--- src/rtl/haraka_pkg.sv ---
// -----------------------------------------------------------------------------
// haraka_pkg
// Shared definitions for the Haraka-S sponge front end and the downstream
// sponge controller: rate geometry, padding byte defaults and the absorb-side
// state encoding.
// -----------------------------------------------------------------------------
package haraka_pkg;

    // Rate of the sponge in bytes and in bits.
    localparam int HK_RATE_BYTES = 32;
    localparam int HK_RATE_BITS  = 8 * HK_RATE_BYTES;

    // Domain-separation byte placed right after the message, and the byte
    // folded into the last rate lane of the final block.
    localparam logic [7:0] HK_PAD_DOMAIN = 8'h1F;
    localparam logic [7:0] HK_PAD_FINAL  = 8'h80;

    // Absorb-side states.
    typedef enum logic [1:0] {
        ST_FILL         = 2'd0,
        ST_EMIT         = 2'd1,
        ST_EMIT_PADONLY = 2'd2,
        ST_SQUEEZE      = 2'd3
    } absorb_state_t;

endpackage

--- src/rtl/haraka_s_absorb_padder.sv ---
// -----------------------------------------------------------------------------
// haraka_s_absorb_padder
// Packs a byte stream into rate blocks, applies sponge padding, hands each
// block to the absorb stage over valid/ready and pulses squeeze_start once the
// final padded block has been taken.
//
// Ports
//   clk, reset      : clock, asynchronous active-high reset
//   in_byte         : message byte
//   in_valid        : in_byte / in_last / in_keep are valid
//   in_last         : final beat of the message
//   in_keep         : beat carries a byte (0 = end marker without a byte)
//   in_ready        : beat is accepted this cycle (depends on state only)
//   block_out       : rate block, lane i at bits [W-1-8i -: 8]
//   block_valid     : block_out / block_last are valid
//   block_last      : block carries the final padding
//   block_ready     : consumer accepts the block
//   squeeze_start   : one-cycle pulse after the last block handshake
// -----------------------------------------------------------------------------
module haraka_s_absorb_padder
    import haraka_pkg::*;
#(
    parameter int         RATE_BYTES = HK_RATE_BYTES,
    parameter logic [7:0] PAD_DOMAIN = HK_PAD_DOMAIN,
    parameter logic [7:0] PAD_FINAL  = HK_PAD_FINAL
) (
    input  logic                    clk,
    input  logic                    reset,
    input  logic [7:0]              in_byte,
    input  logic                    in_valid,
    input  logic                    in_last,
    input  logic                    in_keep,
    output logic                    in_ready,
    output logic [8*RATE_BYTES-1:0] block_out,
    output logic                    block_valid,
    output logic                    block_last,
    input  logic                    block_ready,
    output logic                    squeeze_start
);

    localparam int                W        = 8 * RATE_BYTES;
    localparam int                IDXW     = $clog2(RATE_BYTES);
    localparam logic [IDXW-1:0]   LAST_IDX = IDXW'(RATE_BYTES - 1);
    localparam logic [IDXW-1:0]   IDX_ONE  = IDXW'(1);
    localparam logic [IDXW-1:0]   IDX_ZERO = IDXW'(0);

    // XOR a byte into one lane. Unwritten lanes are always zero, so the same
    // helper serves both for writing message bytes and for folding in pads;
    // when domain and final pad hit the same lane they combine (0x9F).
    function automatic logic [W-1:0] lane_xor(input logic [W-1:0]    blk,
                                               input logic [IDXW-1:0] lane,
                                               input logic [7:0]      val);
        logic [W-1:0] r;
        r = blk;
        for (int i = 0; i < RATE_BYTES; i++) begin
            if (lane == IDXW'(i)) begin
                r[W-1-8*i -: 8] = r[W-1-8*i -: 8] ^ val;
            end
        end
        return r;
    endfunction

    absorb_state_t       state_q, state_d;
    logic [IDXW-1:0]     idx_q, idx_d;
    logic [W-1:0]        buf_q, buf_d;
    logic                last_q, last_d;
    logic                pend_q, pend_d;
    logic                in_ready_q, in_ready_d;
    logic                valid_q, valid_d;
    logic                sq_q, sq_d;

    // Next-state, buffer update and next values of the registered outputs.
    always_comb begin
        state_d = state_q;
        idx_d   = idx_q;
        buf_d   = buf_q;
        last_d  = last_q;
        pend_d  = pend_q;
        case (state_q)
            ST_FILL: begin
                if (in_valid && in_ready_q) begin
                    idx_d = idx_q + IDX_ONE;
                    if (in_keep) begin
                        buf_d = lane_xor(buf_q, idx_q, in_byte);
                        if (in_last) begin
                            state_d = ST_EMIT;
                            idx_d   = IDX_ZERO;
                            if (idx_q == LAST_IDX) begin
                                // No room left for padding: emit the full
                                // block now and a pad-only block after it.
                                pend_d = 1'b1;
                                last_d = 1'b0;
                            end else begin
                                buf_d  = lane_xor(lane_xor(buf_d, idx_q + IDX_ONE, PAD_DOMAIN),
                                                  LAST_IDX, PAD_FINAL);
                                last_d = 1'b1;
                            end
                        end else if (idx_q == LAST_IDX) begin
                            // idx_d wraps to zero through the adder.
                            state_d = ST_EMIT;
                            last_d  = 1'b0;
                        end else begin
                            state_d = ST_FILL;
                        end
                    end else begin
                        // Byte-less end marker: padding starts at idx itself.
                        buf_d   = lane_xor(lane_xor(buf_q, idx_q, PAD_DOMAIN), LAST_IDX, PAD_FINAL);
                        state_d = ST_EMIT;
                        last_d  = 1'b1;
                        idx_d   = IDX_ZERO;
                    end
                end else begin
                    state_d = ST_FILL;
                end
            end
            ST_EMIT: begin
                if (valid_q && block_ready) begin
                    if (pend_q) begin
                        state_d = ST_EMIT_PADONLY;
                        pend_d  = 1'b0;
                        last_d  = 1'b1;
                        buf_d   = lane_xor(lane_xor('0, IDX_ZERO, PAD_DOMAIN), LAST_IDX, PAD_FINAL);
                    end else if (last_q) begin
                        state_d = ST_SQUEEZE;
                    end else begin
                        state_d = ST_FILL;
                        buf_d   = '0;
                    end
                end else begin
                    state_d = ST_EMIT;
                end
            end
            ST_EMIT_PADONLY: begin
                if (valid_q && block_ready) begin
                    state_d = ST_SQUEEZE;
                end else begin
                    state_d = ST_EMIT_PADONLY;
                end
            end
            ST_SQUEEZE: begin
                state_d = ST_FILL;
                idx_d   = IDX_ZERO;
                buf_d   = '0;
                last_d  = 1'b0;
                pend_d  = 1'b0;
            end
            default: begin
                state_d = ST_FILL;
                idx_d   = IDX_ZERO;
                buf_d   = '0;
                last_d  = 1'b0;
                pend_d  = 1'b0;
            end
        endcase

        // Handshake outputs are registered copies of the next state, so
        // in_ready never depends combinationally on block_ready.
        in_ready_d = (state_d == ST_FILL);
        valid_d    = (state_d == ST_EMIT) || (state_d == ST_EMIT_PADONLY);
        sq_d       = (state_d == ST_SQUEEZE);
    end

    // State and output registers; reset discards any partial block.
    always_ff @(posedge clk or posedge reset) begin
        if (reset) begin
            state_q    <= ST_FILL;
            idx_q      <= IDX_ZERO;
            buf_q      <= '0;
            last_q     <= 1'b0;
            pend_q     <= 1'b0;
            in_ready_q <= 1'b0;
            valid_q    <= 1'b0;
            sq_q       <= 1'b0;
        end else begin
            state_q    <= state_d;
            idx_q      <= idx_d;
            buf_q      <= buf_d;
            last_q     <= last_d;
            pend_q     <= pend_d;
            in_ready_q <= in_ready_d;
            valid_q    <= valid_d;
            sq_q       <= sq_d;
        end
    end

    assign in_ready      = in_ready_q;
    assign block_out     = buf_q;
    assign block_valid   = valid_q;
    assign block_last    = last_q;
    assign squeeze_start = sq_q;

endmodule

--- config.mk ---
export PLATFORM = sky130hd
export DESIGN_NAME = haraka_s_absorb_padder
export DESIGN_NICKNAME = d
export VERILOG_FILES = /design/src/rtl/haraka_pkg.sv /design/src/rtl/haraka_s_absorb_padder.sv
export SDC_FILE = /design/constraint.sdc
export NUM_CORES = 1
export LEC_CHECK = 0
export BUFFER_PORTS_ARGS = -buffer_cell sky130_fd_sc_hd__buf_2
export CAP_MARGIN = 30
export CORE_UTILIZATION = 28
export CTS_BUF_LIST = sky130_fd_sc_hd__clkbuf_8 sky130_fd_sc_hd__clkbuf_16
export CTS_CLUSTER_SIZE = 16
export DETAILED_ROUTE_END_ITERATION = 10
export GPL_ROUTABILITY_DRIVEN = 0
export SYNTH_ARGS = -nofsm -noshare
export SYNTH_HDL_FRONTEND = slang
export SYNTH_SLANG_ARGS = --single-unit
--- constraint.sdc ---
create_clock -name clk -period 11.25 [get_ports clk]
set_clock_uncertainty 0.05 [all_clocks]
set_input_delay 0.5625 -clock clk [delete_from_list [all_inputs] [get_ports clk]]
set_output_delay 0.5625 -clock clk [all_outputs]
set_load 0.01 [all_outputs]
==> reports/results.ini, run 1 <==
[run]
maxCapViolations=0

[timing]
hold_viol=3
fin_tns_setup_ps=0
drv_slew=0
finalCritPeriodShare=0.385
finalSetupViolCount=0
fin_hold_ws_ps=-14.4
worst_slew_pin_slew_ps=1010
fin_crit_ps=4330
grt_setup_unrepaired=false
slew_headroom=0.325
max_clock_freq_mhz=231

[yosys]
synth-seq-cells=268
seq_area_frac_synth=0.406
ys_types=84
syn_area_sq_mm=0.0165
ys_warn_count=0
avgSynthCellArea_sq_um=8.77
ys.flop_type=dfrtp_1
syn_inst=1883
synthArstFlopShare=1.00
synth_edf_count=0
syn_nets=1905

[route]
wire_per_inst_microns=22.5
ant_nets=0
via_per_inst=5.65
drc=0
drtIter0Drc=1399
wl_mm=64.2
via_count=16091
firstDrtPassIters=5

[clocking]
cts_root_buffer=clkbuf_16
cts_tree=yes
cts_hold_buf=0
post_cts_resized=0
post_cts_buffers=0
clock_latency_ps=550
cts_buffer_depth=3
cts.sinks=268
cts-htree-levels=2
clkTransAtPathRegs_ps=60
numCtsBuffers=35

[global_route]
grt_max_degree=97
grt_antenna_before_repair=2
grt_use_total=0.209
overflow=0
grt_pass1_vias=15232
grt_pass1_wl_mm=95.9

[floorplanning]
rows=88
start_util=0.285
die_w_microns=245
coreArea_sq_mm=0.0580
io-pin-count=274
die_area_sq_mm=0.0600
fp.dieH_microns=245

[worst_setup_path]
required_ps=11630
cp_slowest_cell=a21oi_1
slowest_delay_ps=690
crit_family=adder cells
r2r_slack_ps=6920
crit_buf_inv=0
endpoint_kind=register
rr_worst_depth=8
path_class=register to register
crit_path_start_kind=register
crit_arrival_ps=4710
path_max_fanout=16
path_depth=8
cp_cell_sequence=ha_1 -> and3_1 -> ha_1 -> nor2b_1 -> and3_1 -> a21oi_1 -> a2111oi_0 -> a211o_1

[finish]
area_growth_pct=18.7
drive_above_1_share=0.199
final_nets=2084
fillCellCount=5903
finish.utilization=0.338

[pwr]
power.density_mw_per_mm2=246
vdd_drop_max_v=0.000112
switching_share=0.443
p_leak_nw=8.55
seq_power_share=0.315
comb_power_share=0.450
internal_power_mw=2.69
pwr-share-clk=0.235
p_sw_mw=2.14

[worst_hold_path]
hold_path.class=input pin to asynchronous set/reset pin

[placed_design]
hpwlAfterDp_mm=44.9
portBuffers=273

[outcome]
status=finished, violations left
violations=negative hold slack

[cell usage after synthesis, drive strengths merged (50+ instances only)]
library cell	count	area, sq um
o21ai	187	1010
a21oi	166	853
or3	76	475
nand3	78	390
dfrtp	268	6710
a21o	53	398
clkbuf	120	452
nor2	50	188
a211o	53	464
xor2	71	622
nand2	239	897
a2111oi	61	534
[flip-flops by register name, summed over array words and instances (netlist names), named ones only]
name	count
block_last	1
block_out	255
block_valid	1
idx_q	5
in_ready	1
pend_q	1
squeeze_start	1
state_q	2
[power groups by stage]
stage	logic (mW)	registers (mW)	clock network, mW
finish	2.18	1.52	1.14
CTS	2.18	1.52	1.16
global placement	2.10	1.51	0
detailed placement	2.18	1.53	0
floorplan	1.26	1.59	0
global route	2.39	1.56	1.19
[layer usage]
layer	vias up	share of wire	track usage
met1	7948	0.41	0.261
met3	153	0.085	0.0605
li1	7378	-	-
met4	2	0.042	0.0868
met5	-	0.00011	0
met2	610	0.46	0.334
[metrics by stage]
stage	worst slack (ps)	power (mW)	cell area [sq um]	instances	hold slack (ps)
global placement	6630	3.61	18400	2785	412
floorplan	3260	2.85	16500	1883	451
detailed placement	6600	3.70	18500	2789	416
finish	6920	4.83	19600	2850	-14.4
global route	6620	5.14	19600	2848	29.1
CTS	7000	4.86	19600	2847	11.6
[path summary, 6_finish.rpt]
check                               start              to
min                                 reset   block_out[29]
min reg2reg                block_out[188]  block_out[188]
max                              idx_q[1]  block_out[192]
max reg2reg                      idx_q[1]  block_out[192]
max in group asynchronous           reset  block_out[113]
min in group clk              block_ready      state_q[0]
[worst register-to-register path, cell delays in order (launching register included)]
cell,delay [ps]
dfrtp_1,500
ha_1,590
and3_1,440
ha_1,660
nor2b_1,280
and3_1,450
a21oi_1,700
a2111oi_0,260
a211o_1,270
[area by class of cell]
| class | instances | area, sq um | share of cell area |
|---|---|---|---|
| diodes | 2 | 5.00 | 0.000255 |
| well taps | 765 | 957 | 0.0488 |
| clock inverters | 17 | 166 | 0.00848 |
| inverters | 25 | 101 | 0.00517 |
| multi-input cells | 1429 | 9040 | 0.461 |
| clock buffers | 41 | 970 | 0.0494 |
| flip-flops and latches | 268 | 6710 | 0.342 |
| repair buffers | 303 | 1670 | 0.0849 |
[cells by family (layout without fill, tap and decap cells)]
kind of cell / after synthesis / in the layout / synth area share
simple gates: 634 / 634 / 0.200
xor+xnor: 106 / 106 / 0.0562
buf+inv: 186 / 386 / 0.0483
flops: 268 / 268 / 0.406
mux: 10 / 10 / 0.00613
fa+ha+maj: 8 / 8 / 0.00606
compound gates: 671 / 671 / 0.278
other cells: 0 / 2 / 0
[cells in the final DEF (no fill, tap or decap), types with 32 or more instances in the layout]
cell type,n
buf_2,272
dfrtp_1,267
nand2_1,239
a21oi_1,162
o21ai_0,148
nand3_1,78
or3_1,76
xor2_1,71
a2111oi_0,61
a21o_1,53
a211o_1,53
nor2_1,49
clkbuf_16,36
xnor2_1,35
and4_1,33
inv_1,32
Power figures use the tool's default switching activity.
==> run 2, diff against run 1 <==
clock period = 4.2 ns   (was 11.25 ns; I/O delays follow)
==> reports/results.ini, run 2 (synthesized netlist as in run 1, its figures left out) <==
[floorplanning]
die_w_microns=245  ; unchanged
start_util=0.285  ; unchanged
io-pin-count=274  ; unchanged
fp.dieH_microns=245  ; unchanged
coreArea_sq_mm=0.0580  ; unchanged
die_area_sq_mm=0.0600  ; unchanged
rows=88  ; unchanged

[worst_setup_path]
cp-startpoint=idx_q[4]  ; was idx_q[1]
r2r_slack_ps=640  ; was 6920 ps
path_class=register to register  ; unchanged
crit_path_start_kind=register  ; unchanged
crit_arrival_ps=3980  ; was 4710 ps
worstSetupEndpoint=block_out[42]  ; was block_out[192]
rr_worst_depth=8  ; unchanged
reg2reg_to=block_out[42]  ; was block_out[192]
endpoint_kind=register  ; unchanged
path_max_fanout=19  ; was 16
r2r-start=idx_q[4]  ; was idx_q[1]
required_ps=4610  ; was 11630 ps

[global_route]
grt_pass1_vias=15417  ; was 15232
grt_max_degree=101  ; was 97
grt_antenna_before_repair=1  ; was 2
grt_use_total=0.210  ; was 0.209
overflow=0  ; unchanged
grt_pass1_wl_mm=97.3  ; was 95.9 mm

[clocking]
clock_latency_ps=560  ; was 550 ps
cts_buffer_depth=3  ; unchanged
cts-htree-levels=2  ; unchanged
cts_tree=yes  ; unchanged
cts_root_buffer=clkbuf_16  ; unchanged
cts.sinks=268  ; unchanged
clkTransAtPathRegs_ps=60  ; about the same
numCtsBuffers=35  ; unchanged
post_cts_resized=0  ; unchanged

[finish]
area_growth_pct=20.0  ; was 18.7%
layout_commonest_cell=buf_2  ; unchanged
drive_above_1_share=0.209  ; was 0.199
final_nets=2107  ; was 2084
largest_register_ffs=255  ; unchanged
fillCellCount=5970  ; was 5903
fin_cells=2872  ; was 2850
final_cell_mix=272 x buf_2, 267 x dfrtp_1, 239 x nand2_1  ; unchanged

[timing]
slew_headroom=0.378  ; was 0.325
fin_tns_setup_ps=0  ; unchanged
max_clock_freq_mhz=281  ; was 231 MHz
finalCritPeriodShare=0.848  ; was 0.385
fin_crit_ps=3560  ; was 4330 ps
grt_setup_unrepaired=false  ; unchanged
drv_slew=0  ; unchanged
finalSetupViolCount=0  ; unchanged
worst_slew_pin_slew_ps=932  ; was 1010 ps
hold_viol=0  ; was 3
setup_ws_ps=637  ; was 6920 ps

[route]
via_count=16229  ; was 16091
drtIter0Drc=1189  ; was 1399
route.met2.wl_mm=29.7  ; was 29.8 mm
wire_per_inst_microns=22.5  ; about the same
drc=0  ; unchanged
met1_length_mm=27.0  ; was 26.2 mm
top_layer=met5  ; unchanged
wl_mm=64.6  ; was 64.2 mm
firstDrtPassIters=6  ; was 5
via_per_inst=5.65  ; about the same
ant_nets=0  ; unchanged
wl_met3_mm=5.26  ; was 5.48 mm

[pwr]
vdd_drop_max_v=0.000317  ; was 0.000112 V
p_total_mw=13.1  ; was 4.83 mW
power.density_mw_per_mm2=660  ; was 246 mW/mm^2
p_leak_nw=8.65  ; was 8.55 nW

[outcome]
status=complete, no violations  ; was finished, violations left

[placed_design]
portBuffers=273  ; unchanged
dp_slack_ps=799  ; was 6600 ps
hpwlAfterDp_mm=45.3  ; was 44.9 mm
place_inst=2810  ; was 2789

[run]
maxCapViolations=0  ; unchanged

[worst_hold_path]
hold_path.class=input pin to register  ; was input pin to asynchronous set/reset pin

[run 2: cell count changes in the layout (fill, tap and decap cells not counted), sizes merged]
cell / before / now
buf: 303 / 323
bufinv: 3 / 2
clkbuf: 41 / 44
clkinv: 3 / 5
clkinvlp: 1 / 3
diode: 2 / 1
dlygate4sd3: 0 / 3
inv: 35 / 29
[run 2: how the worst min path moves through the flow]
stage / start / to / slack (ps) / cells past startpoint
after floorplan: in_byte[6] / block_out[134] / 390 / 3
after global placement: reset / block_out[95] / 350 / 2
after detailed placement: reset / block_out[95] / 360 / 2
after global routing: in_byte[6] / block_out[222] / 130 / 4
after CTS: in_byte[6] / block_out[206] / 90 / 4
final: in_byte[6] / block_out[222] / 130 / 4
[run 2: worst max-delay path, cell delays in order, from the launching register on]
cell and delay, ps:
dfrtp_1 790, inv_1 280, ha_1 530, nand4bb_1 440, nor3_1 270, a31o_1 310, xor2_1 130, a2111oi_0 460
o21bai_1 180
[run 2: cell type report]
class | instances | area [sq um] | area share
multi-input combinational | 1429 | 9040 | 0.456
inverter | 25 | 97.6 | 0.00492
tap | 765 | 957 | 0.0483
clock inverter | 14 | 146 | 0.00738
clock buffer | 44 | 1000 | 0.0504
antenna | 1 | 2.50 | 0.000126
sequential | 268 | 6710 | 0.338
timing repair buffer | 326 | 1870 | 0.0945
[run 2: report_power, final]
group	switching (mW)	internal [mW]	total, mW
combinational	3.78	2.16	5.94
sequential	0.739	3.34	4.08
clock	1.26	1.80	3.07
total	5.78	7.31	13.1
[run 2: repair_timing]
| item | 4_1_cts | 5_1_grt |
|---|---|---|
| buffers inserted | 0 | 0 |
| hold buffers | 3 | 0 |
| hold endpoints to repair | 32 | 0 |
[run 2: per-stage QoR]
step           utilization  cell area, sq um  hold slack (ps)
6_report             0.342             19800              133
5_1_grt              0.342             19800              132
4_1_cts              0.342             19800             93.6
3_5_place_dp         0.321             18600              358
3_3_place_gp         0.321             18600              348
2_1_floorplan            -             16500              386
[run 2: routing by layer]
layer  up-vias  track usage
met5         -            0
met4         2       0.0914
met3       140       0.0564
met2       616        0.333
met1      8072        0.267
li1       7399            -
